[src/rtl/interval_countdown.sv]
// Interval countdown: latches an interval selector, samples its length from the parameter
// block and counts it down in divider seconds. Optional TIMER_PAUSE_EN adds a pause input.
//
// state | meaning
// IDLE  | waiting for start_timer, timer_interval holds last selector
// FETCH | selector stable for one cycle, countdown sampled at its end
// COUNT | divider running, remaining decremented on each one-second tick
// DONE  | one-cycle expired pulse, then back to IDLE
module interval_countdown #(
    parameter int DIVIDER = 27000000,
    parameter int DIV_W   = 25
) (
    input  logic             clk,
    input  logic             reset_n,
    input  logic             start_timer,
    input  logic [1:0]       interval_sel,
    input  logic [3:0]       countdown,
`ifdef TIMER_PAUSE_EN
    input  logic             pause,
`endif
    output logic [1:0]       timer_interval,
    output logic [3:0]       remaining,
    output logic             busy,
    output logic             expired,
    output logic             one_hz_enable
);

    typedef enum logic [1:0] {
        IDLE  = 2'b00,
        FETCH = 2'b01,
        COUNT = 2'b10,
        DONE  = 2'b11
    } state_t;

    localparam logic [DIV_W-1:0] DIV_LAST = DIV_W'(DIVIDER - 1);

    state_t             state, state_nxt;
    logic [1:0]         interval_nxt;
    logic [3:0]         remaining_nxt;
    logic [DIV_W-1:0]   divider, divider_nxt;
    logic               hold;
    logic               tick;

`ifdef TIMER_PAUSE_EN
    assign hold = pause;
`else
    assign hold = 1'b0;
`endif

    assign tick          = (state == COUNT) && !hold && (divider == DIV_LAST);
    assign one_hz_enable = tick;
    assign busy          = (state == FETCH) || (state == COUNT);
    assign expired       = (state == DONE);

    always_ff @(posedge clk or negedge reset_n) begin
        if (!reset_n) begin
            state          <= IDLE;
            timer_interval <= 2'b00;
            remaining      <= 4'd0;
            divider        <= '0;
        end else begin
            state          <= state_nxt;
            timer_interval <= interval_nxt;
            remaining      <= remaining_nxt;
            divider        <= divider_nxt;
        end
    end

    always_comb begin
        state_nxt     = state;
        interval_nxt  = timer_interval;
        remaining_nxt = remaining;
        divider_nxt   = divider;

        case (state)
            IDLE: ;
            FETCH: begin
                remaining_nxt = countdown;
                divider_nxt   = '0;
                state_nxt     = (countdown == 4'd0) ? DONE : COUNT;
            end
            COUNT: begin
                if (tick) begin
                    divider_nxt = '0;
                    if (remaining <= 4'd1) begin
                        remaining_nxt = 4'd0;
                        state_nxt     = DONE;
                    end else begin
                        remaining_nxt = remaining - 4'd1;
                    end
                end else if (!hold) begin
                    divider_nxt = divider + 1'b1;
                end
            end
            DONE: state_nxt = IDLE;
            default: state_nxt = IDLE;
        endcase

        // A start aborts whatever is in flight, including a coincident tick.
        if (start_timer) begin
            interval_nxt  = interval_sel;
            state_nxt     = FETCH;
            remaining_nxt = remaining;
            divider_nxt   = divider;
        end
    end

endmodule

[config.mk]
export PLATFORM = sky130hd
export DESIGN_NAME = interval_countdown
export DESIGN_NICKNAME = d
export VERILOG_FILES = /design/src/rtl/interval_countdown.sv
export SDC_FILE = /design/constraint.sdc
export NUM_CORES = 1
export LEC_CHECK = 0
export ABC_AREA = 1
export BUFFER_PORTS_ARGS = -buffer_cell sky130_fd_sc_hd__buf_2
export CORE_MARGIN = 2
export CORE_UTILIZATION = 52
export CTS_BUF_LIST = sky130_fd_sc_hd__clkbuf_16
export DETAILED_ROUTE_END_ITERATION = 8
export GPL_TIMING_DRIVEN = 0
export PLACE_DENSITY = 0.78
export SYNTH_ARGS = -nofsm -noshare
export SYNTH_HDL_FRONTEND = slang
export SYNTH_SLANG_ARGS = --single-unit
[constraint.sdc]
create_clock -name clk -period 1.7 [get_ports clk]
set_input_delay 0.34 -clock clk [delete_from_list [all_inputs] [get_ports clk]]
set_output_delay 0.34 -clock clk [all_outputs]
set_load 0.03 [all_outputs]
==> results of run 1 <==
stage by stage:
stage	TNS, ns	total power, uW	hold WS, ns	instances
after floorplan	-0.01931	1713	0.04441	310
after global placement	-2.012	1973	0.4494	377
after detailed placement	-2.423	2001	0.4473	377
after CTS	-0.01380	2940	0.1551	401
after global routing	-1.117	3316	0.1921	422
final	-0.06129	3143	0.1269	422
synth_stat cells, drive strengths merged:
library cell  count
nor2             60
nand2            92
o31ai             1
nand4            12
clkbuf            1
mux2i             1
ha                5
xor2              5
o21bai            1
o22ai             1
dfrtp            33
inv              37
a21oi             7
nor3              6
buf               4
and2              1
xnor2             3
or2               1
o21ai             9
nand3            30
worst max-delay path, cell delays in order, from the launching register on:
cell	delay [ns]
dfrtp_1	0.40
nand2_2	0.11
nor2_4	0.12
and2_4	0.16
nand3_4	0.09
nor2_4	0.12
buf_6	0.13
cell families (layout without fill, tap and decap cells):
group | Yosys count | after routing | synth area share
flip-flops | 33 | 33 | 0.3839
adder cells (fa/ha/maj) | 5 | 5 | 0.02909
buffers and inverters | 42 | 104 | 0.07853
XOR/XNOR | 8 | 8 | 0.03258
AO/OA/AOI/OAI | 19 | 19 | 0.05236
multiplexers | 1 | 1 | 0.004654
AND/OR/NAND/NOR | 202 | 202 | 0.4189
what timing repair did:
| item | in CTS | in global routing |
|---|---|---|
| gates resized for setup | 17 | 18 |
| setup endpoints to repair | 27 | 24 |
| pin swaps | 11 | 17 |
| setup buffers | 19 | 21 |
state kept, by name, indices dropped and copies added, names as in the netlist:
signal / cells
divider: 25
remaining: 4
state: 2
timer_interval: 2
final cells by class:
class                      instances  area share
multi-input combinational        235      0.4452
sequential                        33      0.2904
timing repair buffer              57      0.1373
inverter                          37     0.05044
clock buffer                       5     0.04386
tap                               50     0.02193
buffer                             3    0.008333
clock inverter                     2    0.002632
per-layer routing:
metal	vias up	global-route usage	wire length (microns)
met1	1040	0.3247	2395
met2	83	0.4187	2820
met3	12	0.06908	360
li1	1102	-	-
met5	-	0	0
met4	0	0.09250	136
how the worst min path moves through the flow:
stage	startpoint	endpoint	slack, ns	cells past startpoint
finish	reset_n	divider[5]	0.13	1
global route	reset_n	divider[3]	0.19	1
CTS	reset_n	divider[5]	0.16	1
detailed placement	reset_n	divider[5]	0.45	1
global placement	reset_n	divider[5]	0.45	1
floorplan	reset_n	divider[0]	0.04	0
power groups by stage:
stage	Combinational, uW	Sequential (uW)	Clock [uW]
after detailed placement	1020	979	0
final	1340	971	829
after global placement	999	974	0
after global routing	1470	980	871
after floorplan	662	1050	0
after CTS	1130	971	835
==> flow_metrics.py, run 1 <==
metrics = {
    "drt": {
        "drt-initial-drc-count": 238,
        "wl_mm": 5.712,
        "drc": 0,
        "viasPerCell": 5.301,
        "dr_total_vias": 2237,
        "drtAntennaViolNets": 0,
        "wl_per_cell_microns": 13.54,
        "dr.pass1.iters": 5,
    },
    "yosys": {
        "yosysTopAreaCell": "dfrtp_1",
        "syn_nets": 324,
        "syn_area_sq_um": 2151,
        "synth_top_area_frac": 0.3839,
        "ys_seq_area_frac": 0.3839,
        "ys_ff_latch": 33,
        "ys_top_cells_by_area": "dfrtp_1 38%, nand2_1 16%, nor2_1 9.1%",
        "ys_types": 28,
        "ys_warn_count": 0,
        "synthCells": 310,
        "syn_avg_cell_area_sq_um": 6.938,
    },
    "global_routing": {
        "grt_pass1_wl_mm": 8.728,
        "grt_max_degree": 34,
        "gr-total-overflow": 0,
        "grt_use_total": 0.2564,
        "antenna_found_initial": 0,
        "grt_pass1_vias": 1921,
    },
    "worst_setup_path": {
        "crit_type": "reg -> out",
        "end_kind": "output pin",
        "cp-startpoint": "divider[5]",
        "crit_end": "one_hz_enable",
        "rr_worst_depth": 8,
        "worst_ep_arrival_time_ns": 1.42,
        "timing.rr.end": "divider[10]",
        "r2r-start": "state[0]",
        "rrSetupSlack_ns": 0.04,
        "critPathMaxFanout": 3,
        "crit_required_ns": 1.36,
        "start_kind": "flip-flop",
    },
    "finish": {
        "layout_common_cells": "83 x nand2_1, 48 x nor2_1, 40 x buf_4, 31 x inv_1, 31 x dfrtp_1",
        "design_area_sq_um": 2853,
        "drive_gt1_frac": 0.2796,
        "final_common_cell": "nand2_1",
        "nNetsFinal": 386,
        "area_growth_pct": 32.64,
        "diodes": 0,
        "multiInputGateArea_sq_um": 1270,
        "fin_util": 0.7132,
        "n_fill_cell": 329,
        "regArea_sq_um": 828.3,
    },
    "floorplan": {
        "die_area_sq_um": 4667,
        "num_rows": 23,
        "ioPinCount": 18,
        "dieHeight_microns": 68.32,
        "start_util": 0.5377,
        "coreArea_sq_um": 4000,
        "die_w_microns": 68.32,
    },
    "pwr": {
        "p_int_uw": 1910,
        "peakVddDrop_mv": 1.031,
        "p_clk_frac": 0.264,
        "p_leak_uw": 0.001394,
        "seqPwrFrac": 0.309,
        "p_sw_uw": 1233,
        "share_comb_of_total_power": 0.427,
        "powerDensity_nw_per_um2": 1102,
        "swShare": 0.3924,
    },
    "timing": {
        "period_share": 1.036,
        "fin_skew_ns": 0.002266,
        "layout_setup_ws_ns": -0.06129,
        "report.final.slew_viol_count": 0,
        "setup_violations": 1,
        "rsz0062_at_grt": "yes",
        "maxSlewHeadroom": 0.5086,
        "timing.fmax_ghz": 0.5678,
        "fin_crit_ns": 1.761,
        "hold_viol_final": 0,
        "worst_slew_pin_slew_ns": 0.7371,
    },
    "place": {
        "port_buffers": 17,
        "place_area_sq_um": 2303,
        "gp_congestion": 0.8921,
        "place_hpwl_mm": 3.492,
        "pre_cts_ws_ns": -0.2354,
    },
    "clock_tree": {
        "clkTransAtPathRegs_ns": 0.05,
        "hold_buffers": 0,
        "cts_buffers": 5,
        "worst_skew_pair.late_latency_ns": 0.28,
        "clockBufferDepth": 2,
        "clock-sinks": 33,
        "tritoncts": "yes",
        "cts_root_buf": "clkbuf_16",
        "htreeDepth": 2,
    },
    "hold_path": {
        "hp-class": "in -> async",
    },
    "outcome": {
        "violations": "negative setup slack",
        "status": "finished, violations left",
    },
    "job": {
        "cap_violations": 0,
    },
}
Note: power is estimated with default switching activity, not from simulation.
==> run 2, diff against run 1 <==
--- a/config.mk
+++ b/config.mk
@@ -7,12 +7,15 @@
 export LEC_CHECK = 0
 export ABC_AREA = 1
 export BUFFER_PORTS_ARGS = -buffer_cell sky130_fd_sc_hd__buf_2
+export CELL_PAD_IN_SITES_DETAIL_PLACEMENT = 0
+export CELL_PAD_IN_SITES_GLOBAL_PLACEMENT = 1
 export CORE_MARGIN = 2
-export CORE_UTILIZATION = 52
+export CORE_UTILIZATION = 39
 export CTS_BUF_LIST = sky130_fd_sc_hd__clkbuf_16
 export DETAILED_ROUTE_END_ITERATION = 8
 export GPL_TIMING_DRIVEN = 0
-export PLACE_DENSITY = 0.78
+export PLACE_DENSITY = 0.8
+export REMOVE_ABC_BUFFERS = 1
 export SYNTH_ARGS = -nofsm -noshare
 export SYNTH_HDL_FRONTEND = slang
 export SYNTH_SLANG_ARGS = --single-unit
==> run 2 against run 1 <==
The run still ends with negative setup slack left. First-iteration DRC count decreased by 58%. Clock skew up 0.0058 ns. Critical path depth unchanged. Via count fell by 2.3%. Utilization decreased by 17 points. Register-to-register slack gained 0.03 ns. Clock-buffer cell count is the same. Non-clock buffer count is 4 higher. Clock power rose by 22%. Combinational power down 9.7%. Worst hold slack improved by 0.023 ns. Flip-flop and latch count unchanged.
==> flow_metrics.py, run 2 (synthesis gave the netlist of run 1 again) <==
metrics = {
    "outcome": {
        "status": "finished, violations left",
        "violations": "negative setup slack",
    },
    "timing": {
        "maxSlewHeadroom": 0.4673,
        "fin_setup_tns_ns": -0.07257,
        "report.final.slew_viol_count": 0,
        "hold_viol_final": 0,
        "whs_ns": 0.1502,
        "setup_violations": 1,
        "fin_crit_ns": 1.773,
        "period_share": 1.043,
        "rsz0062_at_grt": "yes",
        "layout_setup_ws_ns": -0.07257,
        "timing.fmax_ghz": 0.5642,
        "worst_slew_pin_slew_ns": 0.7990,
        "fin_skew_ns": 0.008061,
    },
    "finish": {
        "layout_common_cells": "81 x nand2_1, 48 x nor2_1, 46 x buf_4, 30 x inv_1, 29 x dfrtp_1",
        "reg_top3": "divider x25, remaining x4",
        "n_fill_cell": 546,
        "diodes": 0,
        "largest_register_ff_count": 25,
        "area_growth_pct": 36.18,
        "top_register": "divider",
        "final_common_cell": "nand2_1",
        "nNetsFinal": 390,
        "drive_gt1_frac": 0.2997,
    },
    "global_routing": {
        "grt_max_degree": 34,
        "gr-total-overflow": 0,
        "grt_pass1_wl_mm": 9.549,
        "antenna_found_initial": 0,
        "grt_pass1_vias": 2024,
        "grt_use_total": 0.1974,
    },
    "drt": {
        "drtAntennaViolNets": 0,
        "dr_total_vias": 2186,
        "dr.pass1.iters": 4,
        "drt-initial-drc-count": 100,
        "wl_per_cell_microns": 12.62,
        "viasPerCell": 4.869,
        "drc": 0,
        "wl_mm": 5.667,
    },
    "worst_setup_path": {
        "end_kind": "output pin",
        "start_kind": "flip-flop",
        "path_common_cell": "nor2_1",
        "crit_required_ns": 1.36,
        "worst_ep_arrival_time_ns": 1.43,
        "crit_type": "reg -> out",
        "r2r-start": "state[0]",
        "crit_chain": "nand2_4 -> nor2_1 -> and2_4 -> nand3_4 -> nor2_1 -> buf_4",
        "critPathMaxStageDelay_ns": 0.39,
        "rrSetupSlack_ns": 0.07,
        "crit_slowest_cell": "dfrtp_1",
        "critPathMaxFanout": 6,
        "rr_worst_depth": 9,
        "timing.rr.end": "divider[22]",
    },
    "place": {
        "gp_congestion": 0.8844,
        "port_buffers": 17,
        "place_hpwl_mm": 3.662,
    },
    "pwr": {
        "seqPwrFrac": 0.301,
        "p_clk_frac": 0.318,
        "swShare": 0.3718,
        "share_comb_of_total_power": 0.381,
        "p_int_uw": 2001,
        "peakVddDrop_mv": 0.8728,
        "powerDensity_nw_per_um2": 1087,
        "p_leak_uw": 0.001457,
        "p_sw_uw": 1184,
    },
    "clock_tree": {
        "worst_skew_pair.late_latency_ns": 0.28,
        "tritoncts": "yes",
        "cts_buffers": 5,
        "cts_root_buf": "clkbuf_16",
        "htreeDepth": 2,
        "hold_buffers": 0,
        "clock-sinks": 33,
        "clockBufferDepth": 2,
        "clkTransAtPathRegs_ns": 0.06,
    },
    "floorplan": {
        "dieHeight_microns": 78.26,
        "die_area_sq_um": 6125,
        "num_rows": 27,
        "coreArea_sq_um": 5405,
        "die_w_microns": 78.26,
        "ioPinCount": 18,
        "start_util": 0.3979,
    },
    "job": {
        "cap_violations": 0,
    },
    "hold_path": {
        "hp-class": "in -> async",
    },
}
## run 2: worst max-delay path by stage
| stage | end | from | slack (ns) |
|---|---|---|---|
| final | one_hz_enable | divider[11] | -0.07 |
| after global routing | one_hz_enable | divider[11] | -0.15 |
| after CTS | one_hz_enable | divider[22] | -0.06 |
| after detailed placement | divider[22] | state[0] | -0.50 |
| after global placement | divider[22] | state[0] | -0.48 |
| after floorplan | divider[13] | state[0] | -0.19 |
## run 2: per-layer routing
| layer | wire [microns] | GRT usage |
|---|---|---|
| met1 | 2721 | 0.2658 |
| met2 | 2755 | 0.3276 |
| met3 | 155 | 0.04138 |
| met4 | 34 | 0.04386 |
| met5 | 0 | 0 |
## run 2: area by class of cell
cell class	instances	area [sq um]	area share
inverter	37	141.4	0.04827
timing repair buffer	64	447.9	0.1529
clock inverter	3	37.54	0.01282
sequential	33	830.8	0.2836
multi-input combinational	235	1256	0.4289
tap	72	90.09	0.03076
clock buffer	5	125.1	0.04272
## run 2: what timing repair did
item	4_1_cts	5_1_grt
setup endpoints to repair	29	28
gates resized for setup	24	15
setup buffers	27	20
pin swaps	9	13
## run 2: through the flow
step / utilization / power [uW] / setup WS, ns / cell area (sq um) / std cells
after CTS: 0.5065 / 3120 / -0.06220 / 2738 / 429
after global routing: 0.5419 / 3411 / -0.1518 / 2929 / 449
after detailed placement: 0.4248 / 1923 / -0.4976 / 2296 / 394
after global placement: 0.4248 / 1917 / -0.4765 / 2296 / 394
final: 0.5419 / 3185 / -0.07257 / 2929 / 449
after floorplan: - / 1647 / -0.1901 / 2121 / 305
## run 2: power by group through the flow
stage,clock [uW],combinational (uW),sequential [uW]
floorplan,0,595,1050
global placement,0,947,971
detailed placement,0,950,973
CTS,1030,1130,957
global route,1070,1370,970
finish,1010,1210,959
## run 2: critical path: cells and delay by family (launching register included)
| family | cells | cell delay [ns] |
|---|---|---|
| flip-flops | 1 | 0.39 |
| AND/OR/NAND/NOR | 5 | 0.59 |
| buffers and inverters | 1 | 0.17 |
==> run 3, diff against run 2 <==
--- a/config.mk
+++ b/config.mk
@@ -9,12 +9,12 @@
 export BUFFER_PORTS_ARGS = -buffer_cell sky130_fd_sc_hd__buf_2
 export CELL_PAD_IN_SITES_DETAIL_PLACEMENT = 0
 export CELL_PAD_IN_SITES_GLOBAL_PLACEMENT = 1
-export CORE_MARGIN = 2
-export CORE_UTILIZATION = 39
-export CTS_BUF_LIST = sky130_fd_sc_hd__clkbuf_16
+export CORE_MARGIN = 4
+export CORE_UTILIZATION = 40
+export CTS_BUF_LIST = sky130_fd_sc_hd__clkbuf_4
 export DETAILED_ROUTE_END_ITERATION = 8
 export GPL_TIMING_DRIVEN = 0
-export PLACE_DENSITY = 0.8
+export PLACE_DENSITY = 0.82
 export REMOVE_ABC_BUFFERS = 1
 export SYNTH_ARGS = -nofsm -noshare
 export SYNTH_HDL_FRONTEND = slang
==> run 3 against run 2 <==
The flow still finishes with violations (negative setup slack). Setup slack worse by 0.064 ns. Via count down 0.87%. Fmax down 3.5%. Utilization up 1.1 points. Worst hold slack worse by 0.082 ns. Cell area down 2.3%. Critical path type unchanged. Largest power group unchanged. Highest routed layer unchanged.
==> flow_metrics.py, run 3 (synthesis gave the netlist of run 1 again) <==
metrics = {
    "drt": {
        "drc": 0,
        "dr.pass1.iters": 4,
        "viasPerCell": 4.837,
        "drtAntennaViolNets": 0,
        "wl_mm": 5.753,
        "drt-initial-drc-count": 129,
        "dr_total_vias": 2167,
        "wl_per_cell_microns": 12.84,
    },
    "global_routing": {
        "gr-total-overflow": 0,
        "grt_max_degree": 34,
        "grt_use_total": 0.1834,
        "antenna_found_initial": 0,
        "grt_pass1_wl_mm": 9.280,
        "grt_pass1_vias": 1978,
    },
    "timing": {
        "timing.fmax_ghz": 0.5445,
        "report.final.slew_viol_count": 0,
        "fin_skew_ns": 0.007213,
        "rsz0062_at_grt": "yes",
        "layout_setup_ws_ns": -0.1365,
        "fin_crit_ns": 1.836,
        "hold_viol_final": 0,
        "maxSlewHeadroom": 0.4832,
        "setup_violations": 1,
        "period_share": 1.080,
        "worst_slew_pin_slew_ns": 0.7753,
    },
    "floorplan": {
        "die_w_microns": 81.33,
        "num_rows": 26,
        "coreArea_sq_um": 5172,
        "die_area_sq_um": 6615,
        "ioPinCount": 18,
        "dieHeight_microns": 81.33,
        "start_util": 0.4158,
    },
    "place": {
        "place_area_sq_um": 2293,
        "place_hpwl_mm": 3.612,
        "port_buffers": 17,
        "pre_cts_ws_ns": -0.4689,
        "gp_congestion": 0.8521,
        "place_inst": 392,
    },
    "worst_setup_path": {
        "critPathMaxFanout": 4,
        "r2r-start": "state[1]",
        "crit_end": "one_hz_enable",
        "start_kind": "flip-flop",
        "worst_ep_arrival_time_ns": 1.50,
        "path_common_cell": "nor2_2",
        "timing.rr.end": "divider[10]",
        "rrSetupSlack_ns": 0.05,
        "critPathMaxStageDelay_ns": 0.44,
        "crit_chain": "nor2_1 -> nand3_1 -> nor2_2 -> nand3_2 -> nor2_2 -> buf_6",
        "crit_slowest_cell": "dfrtp_1",
        "crit_required_ns": 1.36,
        "cp-startpoint": "divider[21]",
        "crit_type": "reg -> out",
        "end_kind": "output pin",
        "rr_worst_depth": 7,
    },
    "finish": {
        "fin_cells": 448,
        "diodes": 0,
        "fin_util": 0.5530,
        "n_fill_cell": 492,
        "top_register": "divider",
        "area_growth_pct": 32.98,
        "drive_gt1_frac": 0.3175,
        "design_area_sq_um": 2860,
        "largest_register_ff_count": 25,
        "layout_common_cells": "81 x nand2_1, 47 x buf_4, 45 x nor2_1, 30 x dfrtp_1, 29 x inv_1",
        "final_common_cell": "nand2_1",
        "reg_top3": "divider x25, remaining x4",
        "nNetsFinal": 392,
    },
    "hold_path": {
        "hp-class": "in -> async",
    },
    "clock_tree": {
        "cts_buffers": 5,
        "clock-sinks": 33,
        "cts_root_buf": "clkbuf_4",
        "clockBufferDepth": 2,
        "htreeDepth": 2,
        "tritoncts": "yes",
        "clkTransAtPathRegs_ns": 0.10,
        "worst_skew_pair.late_latency_ns": 0.34,
    },
    "pwr": {
        "p_clk_frac": 0.161,
        "powerDensity_nw_per_um2": 949.6,
        "peakVddDrop_mv": 0.8029,
        "finalPower_uw": 2716,
        "p_sw_uw": 1169,
        "p_int_uw": 1547,
        "share_comb_of_total_power": 0.486,
        "swShare": 0.4303,
        "p_leak_uw": 0.001407,
        "seqPwrFrac": 0.352,
    },
    "outcome": {
        "violations": "negative setup slack",
        "status": "finished, violations left",
    },
    "job": {
        "cap_violations": 0,
    },
}
[run 3: cell count changes in the layout (fill, tap and decap cells not counted), moves of 2 or more]
cell and delta:
clkbuf_4 +6, buf_2 -2, clkbuf_16 -5, nor2_1 -3, nand3_2 +2, buf_6 +3, nor2_2 +3
[run 3: worst min path at each step]
stage                 startpoint           endpoint  slack (ns)  cells past startpoint
6_report                 reset_n         divider[2]        0.07                      1
5_1_grt                  reset_n  timer_interval[0]        0.11                      1
4_1_cts                  reset_n         divider[2]        0.09                      1
3_5_place_dp   timer_interval[0]  timer_interval[0]        0.46                      2
3_3_place_gp             reset_n         divider[5]        0.46                      1
2_1_floorplan            reset_n         divider[0]        0.04                      0
[run 3: final cells by class]
type / instances / area [sq um] / area share
clock inverter: 1 / 3.754 / 0.001312
sequential: 33 / 829.5 / 0.2900
clock buffer: 6 / 45.04 / 0.01575
tap: 70 / 87.58 / 0.03062
multi-input combinational: 235 / 1274 / 0.4453
inverter: 37 / 141.4 / 0.04943
timing repair buffer: 66 / 479.2 / 0.1675
[run 3: worst max-delay path: cells and delay by family, from the launching register on]
family	cells	cell delay, ns
DFF	1	0.44
and+or+nand+nor	5	0.58
buffers and inverters	1	0.14
[run 3: repair_timing]
action                     4_1_cts  5_1_grt
setup endpoints to repair       29       26
hold buffers                     0        0
buffers inserted                30       19
pin swaps                       10       18
gates resized for setup         19       31
[run 3: per-layer routing]
layer	track usage	vias up	part of all wire	routed length [microns]
met4	0.04392	0	0.0080	46
met3	0.03991	6	0.034	198
met1	0.2490	994	0.48	2775
met5	0	-	0	0
li1	-	1126	-	-
met2	0.2964	41	0.47	2731
[run 3: power groups by stage]
stage / clock (uW) / sequential (uW) / combinational (uW)
after global routing: 483 / 973 / 1450
final: 438 / 957 / 1320
after global placement: 0 / 975 / 938
after floorplan: 0 / 1050 / 595
after CTS: 450 / 951 / 1150
after detailed placement: 0 / 973 / 948
[run 3: stage by stage]
stage | setup TNS [ns] | hold WS (ns)
after floorplan | -1.206 | 0.04441
after global placement | -6.456 | 0.4561
after detailed placement | -6.862 | 0.4596
after CTS | -0.1161 | 0.08895
after global routing | -0.4136 | 0.1108
final | -0.1365 | 0.06844
